<file path="src/rtl/bin2bcd_seq.sv">
// Sequential binary-to-BCD converter using one double-dabble step per cycle.
// Results saturate to all nines when the value does not fit in DIGITS digits.
module bin2bcd_seq #(
    parameter int DATA_W = 20,
    parameter int DIGITS = 6
) (
    input  logic                  sys_clk,
    input  logic                  sys_rst_n,
    input  logic                  start,
    input  logic [DATA_W-1:0]     data,
    output logic                  busy,
    output logic                  done,
    output logic [4*DIGITS-1:0]   bcd,
    output logic                  ovf,
    output logic [DIGITS-1:0]     blank
);

    localparam int CNT_W = $clog2(DATA_W + 1);
    localparam int SCR_W = 4 * DIGITS;

    typedef enum logic [1:0] {
        IDLE,
        SHIFT,
        DONE
    } state_t;

    state_t             r_state;
    state_t             w_state_nxt;
    logic [CNT_W-1:0]   r_cnt;
    logic [DATA_W-1:0]  r_bin;
    logic [SCR_W-1:0]   r_scr;
    logic               r_sticky;
    logic               r_done;
    logic [SCR_W-1:0]   r_bcd;
    logic               r_ovf;
    logic [DIGITS-1:0]  r_blank;

    logic               w_load;
    logic               w_step;
    logic               w_fin;
    logic               w_last;
    logic [SCR_W-1:0]   w_corr;
    logic [SCR_W-1:0]   w_nines;
    logic [DIGITS-1:0]  w_blank;

    assign w_last = (r_cnt == CNT_W'(DATA_W - 1));

    always_comb begin
        w_corr  = '0;
        w_nines = '0;
        for (int i = 0; i < DIGITS; i++) begin
            if (r_scr[4*i +: 4] > 4'd4)
                w_corr[4*i +: 4] = r_scr[4*i +: 4] + 4'd3;
            else
                w_corr[4*i +: 4] = r_scr[4*i +: 4];
            w_nines[4*i +: 4] = 4'h9;
        end
    end

    // Digit i is blankable only if it and every digit above it are zero.
    always_comb begin : blank_p
        logic v_run;
        v_run   = 1'b1;
        w_blank = '0;
        for (int i = DIGITS - 1; i >= 1; i--) begin
            v_run      = v_run & (r_scr[4*i +: 4] == 4'd0);
            w_blank[i] = v_run;
        end
    end

    always_ff @(posedge sys_clk or negedge sys_rst_n) begin
        if (!sys_rst_n)
            r_state <= IDLE;
        else
            r_state <= w_state_nxt;
    end

    always_comb begin
        w_state_nxt = r_state;
        w_load      = 1'b0;
        w_step      = 1'b0;
        w_fin       = 1'b0;
        unique case (r_state)
            IDLE: begin
                if (start) begin
                    w_load      = 1'b1;
                    w_state_nxt = SHIFT;
                end
            end
            SHIFT: begin
                w_step = 1'b1;
                if (w_last)
                    w_state_nxt = DONE;
            end
            DONE: begin
                w_fin       = 1'b1;
                w_state_nxt = IDLE;
            end
            default: w_state_nxt = IDLE;
        endcase
    end

    always_ff @(posedge sys_clk or negedge sys_rst_n) begin
        if (!sys_rst_n) begin
            r_cnt    <= '0;
            r_bin    <= '0;
            r_scr    <= '0;
            r_sticky <= 1'b0;
        end else if (w_load) begin
            r_cnt    <= '0;
            r_bin    <= data;
            r_scr    <= '0;
            r_sticky <= 1'b0;
        end else if (w_step) begin
            r_cnt    <= r_cnt + CNT_W'(1);
            r_bin    <= {r_bin[DATA_W-2:0], 1'b0};
            r_scr    <= {w_corr[SCR_W-2:0], r_bin[DATA_W-1]};
            r_sticky <= r_sticky | w_corr[SCR_W-1];
        end
    end

    always_ff @(posedge sys_clk or negedge sys_rst_n) begin
        if (!sys_rst_n) begin
            r_done  <= 1'b0;
            r_bcd   <= '0;
            r_ovf   <= 1'b0;
            r_blank <= {{(DIGITS-1){1'b1}}, 1'b0};
        end else begin
            r_done <= w_fin;
            if (w_fin) begin
                r_bcd   <= r_sticky ? w_nines : r_scr;
                r_ovf   <= r_sticky;
                r_blank <= r_sticky ? '0 : w_blank;
            end
        end
    end

    assign busy  = (r_state != IDLE);
    assign done  = r_done;
    assign bcd   = r_bcd;
    assign ovf   = r_ovf;
    assign blank = r_blank;

endmodule

</file>
<file path="config.mk">
export PLATFORM = sky130hd
export DESIGN_NAME = bin2bcd_seq
export DESIGN_NICKNAME = d
export VERILOG_FILES = /design/src/rtl/bin2bcd_seq.sv
export SDC_FILE = /design/constraint.sdc
export NUM_CORES = 1
export LEC_CHECK = 0
export BUFFER_PORTS_ARGS = -buffer_cell sky130_fd_sc_hd__buf_2
export CORE_ASPECT_RATIO = 1.25
export CORE_MARGIN = 2
export CORE_UTILIZATION = 57
export DETAILED_ROUTE_END_ITERATION = 8
export GPL_TIMING_DRIVEN = 0
export PLACE_DENSITY = 0.89
export SLEW_MARGIN = 20
export SYNTH_ARGS = -nofsm -noshare
export SYNTH_HDL_FRONTEND = slang
export SYNTH_SLANG_ARGS = --single-unit
</file>
<file path="constraint.sdc">
create_clock -name sys_clk -period 2.5 [get_ports sys_clk]
set_input_delay 0.375 -clock sys_clk [delete_from_list [all_inputs] [get_ports sys_clk]]
set_output_delay 0.375 -clock sys_clk [all_outputs]
set_load 0.01 [all_outputs]
</file>
# Word-level counts from Yosys, hierarchy flattened
# Cells that the tools add are included.
[totals]
regBits = 84
output_inout_bits = 33
rom_bits = 0
n_memories = 0
ram_bits = 0
word_cells = 64
inputBits = 23
latch_bits = 0
[op_classes]
div = 0
n_shift = 0
addsub = 7
magnitude_cmp = 6
bitwise = 5
n_mux = 23
eq_ne = 5
reduce_logical = 9
n_mul = 0
[op_table]
columns = ["operator", "count"]
rows = [
  ["2-to-1 mux 24 bit", 3],
  ["2-to-1 mux 20 bit", 2],
  ["adder 4 x 2 -> 4 bit (second input constant)", 6],
  ["> comparator 4 x 3 -> 1 bit (second input constant)", 6],
  ["2-to-1 mux 4 bit", 6],
  ["logical NOT 4 bit", 5],
  ["2-to-1 mux 5 bit", 2],
  ["2-to-1 mux 1 bit", 6],
  ["2-to-1 mux 6 bit", 1],
  ["adder 5 x 1 -> 5 bit (second input constant)", 1],
  ["equality test 5 bit (second input constant)", 1],
  ["bitwise AND 1 bit", 4],
  ["2-to-1 mux 2 bit", 2],
  ["inequality test 2 bit (second input constant)", 2],
  ["one-hot mux 2 bit (2 select lines)", 1],
  ["nonzero test 2 bit", 2],
  ["equality test 2 x 1 -> 1 bit (second input constant)", 1],
  ["equality test 2 bit (second input constant)", 1],
  ["logical NOT 2 bit", 1],
  ["AND reduction 2 bit", 1],
  ["OR 1 bit", 1],
]

# Longest topological paths before layout
# Gate-level depths: netlist (run 1).
[logic_depth]
ltp_word = 6
ltp_mapped = 7
ltp_nobuf = 5

# Worst setup path after synthesis (run 1)
# OpenSTA, ideal clock, no wires.
[synth_timing]
path_type = "reg2reg"
startpoint = "register r_scr[20]"
endpoint = "register r_blank[1], in the netlist blank[1]"
t_arrival_ns = 1.811
setup_time_ns = 0.086
path_buffers = 0
synth_period_minus_slack_ns = 1.897
slack_ns = 0.603
t_required_ns = 2.414
path_stages_with_launch = 6
path_cell_list = "dfrtp_1 inv_1 ha_1 or3b_4 or4_4 o31ai_2"
[synth_via]
elab_chain_cells = 6
[synth_lines]
columns = ["item", "line_no", "rtl"]
rows = [
  ["from (decl)", "31", "logic [SCR_W-1:0] r_scr;"],
  ["from (signal assigned)", "117", "r_scr <= {w_corr[SCR_W-2:0], r_bin[DATA_W-1]};"],
  ["logical NOT 4 bit", "66", "v_run = v_run & (r_scr[4*i +: 4] == 4'd0);"],
  ["bitwise AND 1 bit (4 in series)", "66", ""],
  ["2-to-1 mux 6 bit", "133", "r_blank <= r_sticky ? '0 : w_blank;"],
  ["to (signal assigned)", "127", "r_blank <= {{(DIGITS-1){1'b1}}, 1'b0};"],
  ["to (signal assigned)", "133", ""],
  ["to (decl)", "36", "logic [DIGITS-1:0] r_blank;"],
]
# Every way passes these cells.
# A chain may end at the register's enable or synchronous reset.

# Worst setup path in the final report (run 1)
# Same ends and word-level chain as after synthesis.

==> results.md, run 1 <==
* Largest net degree at the start of global routing at 49
* Multi-input gate area at 0.00158 mm²
* Vias in the first global route at 3007
* Number of fill cells at 531
* Commonest non-fill, non-tap cell in the layout: nand2_1
* Cells after Synth at 394
* Core area at 0.00652 mm²
* Row count at 33
* Detail Placement HPWL at 5.89 mm
* Slew HR at 0.405
* Crit Path Category: flop to flop
* Area Overhead vs Synth at 16.1%
* Crit path time final at 2.06 ns
* Fmax at 485 MHz
* Crit-path cells: inv_1 > ha_1 > or3b_4 > or4_4 > o31ai_2
* Share of post-route cells with drive strength above 1 at 0.188
* Root buffer cell: clkbuf_8
* Via-to-Cell Ratio at 5.71
* Register area at 0.00208 mm²
* # clock sinks at 83
* Status: completed
* Initial Utilization at 0.589
* Post-CTS Setup Inserts at 0
* Inst Count DP at 536
* Pleak at 2.12 nW
* # resized after CTS at 0
* GRT overflow at 0
* Net Count, Synth at 426
* Max-cap violations at 0
* Final core area utilization at 0.683
* Reg2reg end: blank[1]
* Slowest stage delay, CP at 0.54 ns
* Chip Width at 77.4 µm
* Final wirelength at 8.08 mm
* GP Congestion at 0.812
* Final clock skew at 0.00683 ns
* Top layer reached by signal wires: met4
* Reg-to-reg slack, setup at 0.44 ns
* CTS buffer count at 9
* Post-synthesis sequential area ratio at 0.543
* Final hold vios at 0
* Pre-Repair DR Iteration Count at 4
* Metal-1 WL at 3.48 mm
* 1st-iter DRT viols at 239
* Die height at 95.8 µm
* Clk_lat worst skew at 0.36 ns
* CP max stage cell: or4_4
* Pre-CTS setup slack at 0.463 ns
* Critical Path RT at 2.77 ns
* Largest fanout on the critical path at 5
* Met3 Wirelength at 336 µm
* # nets final at 492
* Fin area at 0.00446 mm²
* First-pass GRT wire length at 13.9 mm
* Syn_area_per_cell at 9.75 µm²
* Cell Pwr Density at 1200 mW/mm²
* Startpoint types: flop
* Ant diodes at 0
* Crit. Startpoint: r_scr[20]
* Worst Tran Pin Value at 0.891 ns
* TNS Setup at 0 ns
* Port Buf Inserts at 54
* YS warnings at 0
* Fin worst setup slack at 0.437 ns
* Post-Syn Area at 0.00384 mm²
* Total Power at 5.34 mW
* Longest Clk Path Bufs at 2
* CTS H-tree depth at 3
* Final period utilization at 0.825
* HP Class: input port to asynchronous set/reset pin
* Final setup viols at 0
* Wire length on met2 at 4.08 mm
* Synth Register Bits at 83
* R2R Path Start: r_scr[20]
* Fin Hold WS at 0.0202 ns
* CTS tree: yes
* Reg clk slew, reported paths at 0.08 ns
* Max-slew violations at 0
* Antenna Nets Post-Route at 0
* Routed len/inst at 14.7 µm
* RSZ-0062 raised after global routing: false
* Worst Path Arrival at 2.34 ns
* VDD IR-drop max at 0.719 mV
* Top FF cell, synth: dfrtp_1
* Initial antenna violation count at 0
* Count of cell types in the netlist at 40
* Post-synth EDFFs at 0
* Die area at 0.00741 mm²
* Via count at 3144
* Cts hold-fix bufs at 0
* DR DRC count at 0
* All-Layer GR Usage at 0.239
* R2r worst-path depth at 5
* Most frequent cells in the layout: nand2_1 (95), dfrtp_1 (78), buf_2 (55), o21ai_0 (35)
* I/O Pins at 56
* Setup crit end: blank[1]
* Ys async rst share at 1.00
* CP Capture Type: flop
* DP Area at 0.00424 mm²
* Final non-filler cell total at 551
-- layout make-up --
cell class / instances / share of cell area
Sequential cell: 83 / 0.467
Tap cell: 87 / 0.0244
Clock inverter: 5 / 0.0174
Buffer: 27 / 0.0267
Inverter: 15 / 0.0126
Timing Repair Buffer: 55 / 0.0657
Clock buffer: 10 / 0.0309
Multi-Input combinational cell: 269 / 0.355
-- report_power, final --
group          internal, mW  switching, mW
Combinational         0.928           1.22
Sequential             1.80          0.351
Clock                 0.580          0.465
-- kinds of logic after synthesis --
family                     share of synthesized area
and+or+nand+nor                                0.176
DFF                                            0.543
buffers and inverters                         0.0456
muxes                                         0.0209
AOI/OAI and AO/OA                              0.184
other                                       0.000977
adders and majority gates                     0.0293
-- cells in the mapped netlist (2+ instances only) --
cell	count	area (µm²)
a21oi_1	4	20.0
a22oi_1	19	143
a32o_1	10	100
buf_1	3	11.3
buf_2	2	10.0
buf_4	2	15.0
clkbuf_1	19	71.3
dfrtp_1	78	1950
dfstp_2	5	131
ha_1	9	113
inv_1	15	56.3
mux2i_1	8	80.1
nand2_1	95	357
nand2b_1	8	50.1
nand3_1	3	15.0
nand3b_1	2	15.0
nand4_1	2	12.5
nor2_1	11	41.3
nor2b_1	7	43.8
nor3_1	6	30.0
o21a_1	6	45.0
o21ai_0	35	175
o22ai_1	7	43.8
o31ai_1	12	90.1
o32ai_1	6	52.6
or3_1	5	31.3
or3b_1	2	17.5
-- state kept, by name, indices dropped and copies added, names as in the netlist --
register,count
r_sticky,1
r_scr,24
r_bin,20
blank,5
r_cnt,5
r_state,2
done,1
bcd,24
ovf,1
-- worst min path at each step --
stage          endpoint  slack, ns
5_1_grt          bcd[4]       0.07
4_1_cts         bcd[23]       0.04
6_report           done       0.02
3_3_place_gp    bcd[15]       0.44
2_1_floorplan    bcd[0]       0.08
3_5_place_dp    bcd[23]       0.42
-- worst max-delay path: cells and delay by family (launching register included) --
kind | cells | cell delay, ns
AO/OA/AOI/OAI | 1 | 0.25
flip-flops | 1 | 0.44
buffers and inverters | 1 | 0.13
adder cells (fa/ha/maj) | 1 | 0.21
AND/OR/NAND/NOR | 2 | 0.95
-- routing by layer --
layer | GRT usage | vias up
met2 | 0.412 | 86
met3 | 0.0281 | 16
met1 | 0.303 | 1533
li1 | - | 1509
met5 | 0 | -
met4 | 0.115 | 0
No activity file was read; power rests on OpenSTA's default activity.
==> run 2, diff against run 1 <==
Clock period 2.5 ns to 2 ns, I/O delays scaled along.
==> results.md, run 2 (synthesized netlist as in run 1, its figures left out) <==
* Max-slew violations at 0 (unchanged)
* Status: completed (unchanged)
* GP Congestion at 0.812 (unchanged)
* Worst Path Arrival at 2.22 ns (was 2.34 ns)
* First-pass GRT wire length at 14.0 mm (was 13.9 mm)
* TNS Setup at 0 ns (unchanged)
* Cell Pwr Density at 1500 mW/mm² (was 1200 mW/mm²)
* Final clock skew at 0.00787 ns (was 0.00683 ns)
* Root buffer cell: clkbuf_8 (unchanged)
* DR DRC count at 0 (unchanged)
* Detail Placement HPWL at 5.89 mm (unchanged)
* Max-cap violations at 0 (unchanged)
* Fin area at 0.00453 mm² (was 0.00446 mm²)
* Final hold vios at 0 (unchanged)
* HP Class: input port to flop (was input port to asynchronous set/reset pin)
* Core area at 0.00652 mm² (unchanged)
* CP Capture Type: flop (unchanged)
* CTS H-tree depth at 3 (unchanged)
* Port Buf Inserts at 54 (unchanged)
* Die area at 0.00741 mm² (unchanged)
* Share of post-route cells with drive strength above 1 at 0.223 (was 0.188)
* Pre-Repair DR Iteration Count at 6 (was 4)
* Ant diodes at 0 (unchanged)
* Chip Width at 77.4 µm (unchanged)
* RSZ-0062 raised after global routing: false (unchanged)
* Initial antenna violation count at 0 (unchanged)
* I/O Pins at 56 (unchanged)
* Via count at 3177 (was 3144)
* Via-to-Cell Ratio at 5.73 (was 5.71)
* Clk_lat worst skew at 0.36 ns (about the same)
* Final wirelength at 8.29 mm (was 8.08 mm)
* Row count at 33 (unchanged)
* Crit path time final at 1.94 ns (was 2.06 ns)
* DP Area at 0.00424 mm² (unchanged)
* # clock sinks at 83 (unchanged)
* Initial Utilization at 0.589 (unchanged)
* Most frequent cells in the layout: nand2_1 (95), dfrtp_1 (77), buf_2 (55), o21ai_0 (35), a22oi_1 (19) (was nand2_1 (95), dfrtp_1 (78), buf_2 (55), o21ai_0 (35))
* Final setup viols at 0 (unchanged)
* 1st-iter DRT viols at 259 (was 239)
* Worst Tran Pin Value at 0.606 ns (was 0.891 ns)
* Routed len/inst at 15.0 µm (was 14.7 µm)
* # nets final at 495 (was 492)
* VDD IR-drop max at 0.921 mV (was 0.719 mV)
* Commonest non-fill, non-tap cell in the layout: nand2_1 (unchanged)
* CTS tree: yes (unchanged)
* Largest fanout on the critical path at 5 (unchanged)
* Critical Path RT at 2.28 ns (was 2.77 ns)
* Die height at 95.8 µm (unchanged)
* All-Layer GR Usage at 0.241 (was 0.239)
* Final period utilization at 0.971 (was 0.825)
* Largest net degree at the start of global routing at 49 (unchanged)
* Startpoint types: flop (unchanged)
* Crit Path Category: flop to flop (unchanged)
* Reg clk slew, reported paths at 0.08 ns (about the same)
* CTS buffer count at 9 (unchanged)
* Area Overhead vs Synth at 18.0% (was 16.1%)
* Slew HR at 0.596 (was 0.405)
* Vias in the first global route at 3048 (was 3007)
* Antenna Nets Post-Route at 0 (unchanged)
* Fmax at 515 MHz (was 485 MHz)
* Longest Clk Path Bufs at 2 (unchanged)
* Pleak at 2.14 nW (was 2.12 nW)
* GRT overflow at 0 (unchanged)
-- run 2: cell count changes in the layout (fill, tap and decap cells not counted), moves of 2 or more --
| cell | change |
|---|---|
| ha_1 | -3 |
| clkbuf_2 | +2 |
| inv_2 | +6 |
| buf_1 | -2 |
| buf_4 | +3 |
| ha_4 | +2 |
| inv_1 | -6 |
-- run 2: what timing repair did --
action	in CTS	in global routing
pin swaps	0	1
endpoints found under the setup margin	1	43
hold endpoints to repair	47	0
hold buffers	1	0
setup buffers	1	2
gates resized for setup	5	13
-- run 2: final cells by class --
type                            instances  area (µm²)
Inverter                               15        56.3
Timing Repair Buffer                   59         325
Fill cell                             513        1990
Sequential cell                        83        2080
Tap cell                               87         109
Multi-Input combinational cell        269        1620
Clock buffer                           10         138
Clock inverter                          5        77.6
Buffer                                 26         118
-- run 2: power breakdown --
group / internal (mW) / switching, mW
combinational: 1.24 / 1.57
sequential: 2.25 / 0.442
clock: 0.726 / 0.591
-- run 2: worst max-delay path: stages, from the launching register on --
cell     delay, ns
dfrtp_2       0.44
inv_2         0.11
ha_4          0.16
or3b_4        0.38
or4_4         0.52
o31ai_4       0.25
-- run 2: final timing paths --
path	to	cells after the start	slack, ns	from
setup / recovery	blank[1]	5	0.06	r_scr[16]
hold / removal	r_bin[0]	3	0.13	data[0]
setup reg to reg	blank[1]	5	0.06	r_scr[16]
hold reg to reg	bcd[12]	2	0.46	bcd[12]
max in group asynchronous	blank[4]	3	0.85	sys_rst_n
min in group asynchronous	done	2	0.49	sys_rst_n
-- run 2: routing by layer --
metal  wire length, µm  GRT usage  share of wire
met3               363     0.0300          0.044
met5                 0          0              0
met2              4230      0.422           0.51
met1              3540      0.301           0.43
met4               164      0.113          0.020
-- run 2: metrics by stage --
step	setup WS, ns	hold WS, ns	total power [mW]	util	instances
2_1_floorplan	0.103	0.00441	4.62	-	394
3_3_place_gp	0.00440	0.444	5.22	0.647	535
3_5_place_dp	-0.0371	0.348	5.39	0.650	536
4_1_cts	0.0194	0.131	6.72	0.687	553
5_1_grt	0.00420	0.141	7.33	0.695	554
6_report	0.0575	0.130	6.82	0.695	554
==> run 3, diff against run 2 <==
Settings changed: CORE_UTILIZATION 57 to 30, PLACE_DENSITY 0.89 to 0.56.
==> results.md, run 3 (synthesized netlist as in run 1, its figures left out) <==
* Final clock skew at 0.00656 ns (was 0.00787 ns)
* Worst Tran Pin Value at 0.645 ns (was 0.606 ns)
* All-Layer GR Usage at 0.146 (was 0.241)
* Startpoint types: flop (unchanged)
* Via-to-Cell Ratio at 4.91 (was 5.73)
* Pleak at 2.20 nW (was 2.14 nW)
* Antenna Nets Post-Route at 0 (unchanged)
* I/O Pins at 56 (unchanged)
* Port Buf Inserts at 54 (unchanged)
* Ant diodes at 0 (unchanged)
* Fmax at 515 MHz (about the same)
* Cell Pwr Density at 1550 mW/mm² (was 1500 mW/mm²)
* Routed len/inst at 14.9 µm (was 15.0 µm)
* Initial antenna violation count at 0 (unchanged)
* Inst Count DP at 617 (was 536)
* Final setup viols at 0 (unchanged)
* Final wirelength at 9.46 mm (was 8.29 mm)
* Final period utilization at 0.970 (was 0.971)
* Critical Path RT at 2.26 ns (was 2.28 ns)
* Vias in the first global route at 3068 (was 3048)
* Largest net degree at the start of global routing at 44 (was 49)
* Worst Path Arrival at 2.20 ns (was 2.22 ns)
* Detail Placement HPWL at 6.62 mm (was 5.89 mm)
* GRT overflow at 0 (unchanged)
* Area Overhead vs Synth at 24.0% (was 18.0%)
* Status: completed (unchanged)
* DR DRC count at 0 (unchanged)
* Crit path time final at 1.94 ns (about the same)
* Most frequent cells in the layout: nand2_1 (95), dfrtp_1 (78), buf_2 (55), o21ai_0 (35), a22oi_1 (19) (was nand2_1 (95), dfrtp_1 (77), buf_2 (55), o21ai_0 (35), a22oi_1 (19))
* Slew HR at 0.570 (was 0.596)
* Clk_lat worst skew at 0.34 ns (was 0.36 ns)
* Reg clk slew, reported paths at 0.06 ns (was 0.08 ns)
* Via count at 3122 (was 3177)
* CTS tree: yes (unchanged)
* RSZ-0062 raised after global routing: false (unchanged)
* Longest Clk Path Bufs at 2 (unchanged)
* Core area at 0.0126 mm² (was 0.00652 mm²)
* First-pass GRT wire length at 15.7 mm (was 14.0 mm)
* Initial Utilization at 0.305 (was 0.589)
* CP Capture Type: flop (unchanged)
* Share of post-route cells with drive strength above 1 at 0.220 (was 0.223)
* Pre-Repair DR Iteration Count at 4 (was 6)
* HP Class: input port to flop (unchanged)
* Die height at 130 µm (was 95.8 µm)
* Max-slew violations at 0 (unchanged)
* VDD IR-drop max at 0.792 mV (was 0.921 mV)
* Final non-filler cell total at 636 (was 554)
* GP Congestion at 0.852 (was 0.812)
* 1st-iter DRT viols at 134 (was 259)
* # nets final at 496 (was 495)
* Largest fanout on the critical path at 4 (was 5)
* Commonest non-fill, non-tap cell in the layout: nand2_1 (unchanged)
* Chip Width at 105 µm (was 77.4 µm)
* Root buffer cell: clkbuf_16 (was clkbuf_8)
* CTS buffer count at 9 (unchanged)
* Final hold vios at 0 (unchanged)
* TNS Setup at 0 ns (unchanged)
* Row count at 46 (was 33)
* Crit Path Category: flop to flop (unchanged)
* Die area at 0.0137 mm² (was 0.00741 mm²)
* Total Power at 7.38 mW (was 6.82 mW)
* Max-cap violations at 0 (unchanged)
* # clock sinks at 83 (unchanged)
* CTS H-tree depth at 3 (unchanged)
-- run 3: through the flow --
step	worst slack [ns]	utilization	hold WS (ns)	cell area [µm²]
final	0.0596	0.378	0.155	4760
after global routing	0.00501	0.378	0.177	4760
after CTS	0.000745	0.375	0.150	4720
after detailed placement	-0.172	0.345	0.336	4350
after global placement	-0.105	0.343	0.447	4320
after floorplan	0.103	-	0.00441	3840
-- run 3: report_power, final --
group	switching [mW]	leakage, nW	internal [mW]
Sequential	0.423	1.00	2.25
Combinational	1.63	1.04	1.29
Clock	0.672	0.154	1.12
Total	2.73	2.20	4.65
-- run 3: layout make-up --
cell class	instances	area [µm²]
fillers	1258	7840
flip-flops and latches	83	2080
multi-input cells	269	1630
repair buffers	61	348
clock buffers	10	239
well taps	168	210
plain buffers	25	113
clock inverters	5	77.6
inverters	15	56.3
-- run 3: repair_timing --
item	CTS	global route
hold buffers	1	0
setup endpoints to repair	30	17
hold endpoints to repair	35	0
buffers inserted	2	3
gates resized for setup	10	5
pin swaps	0	1
-- run 3: worst max-delay path: stages, from the launching register on --
cell and delay, ns:
dfrtp_1 0.41, inv_2 0.12, ha_4 0.16, or3b_4 0.38
or4_4 0.53, o31ai_4 0.26
-- run 3: routing by layer --
layer,vias to the layer above,wire (µm),global-route usage
met5,-,0,0
met4,0,248,0.0753
met3,18,435,0.0238
met2,86,4380,0.235
met1,1502,4390,0.190
li1,1516,-,-
-- run 3: worst paths after layout --
path	startpoint	endpoint	slack [ns]	depth (start not counted)
max in group asynchronous	sys_rst_n	bcd[9]	0.91	3
min in group asynchronous	sys_rst_n	r_bin[8]	0.48	2
setup reg to reg	r_scr[17]	blank[1]	0.06	5
setup / recovery	r_scr[17]	blank[1]	0.06	5
hold reg to reg	bcd[16]	bcd[16]	0.46	2
hold / removal	data[0]	r_bin[0]	0.15	3
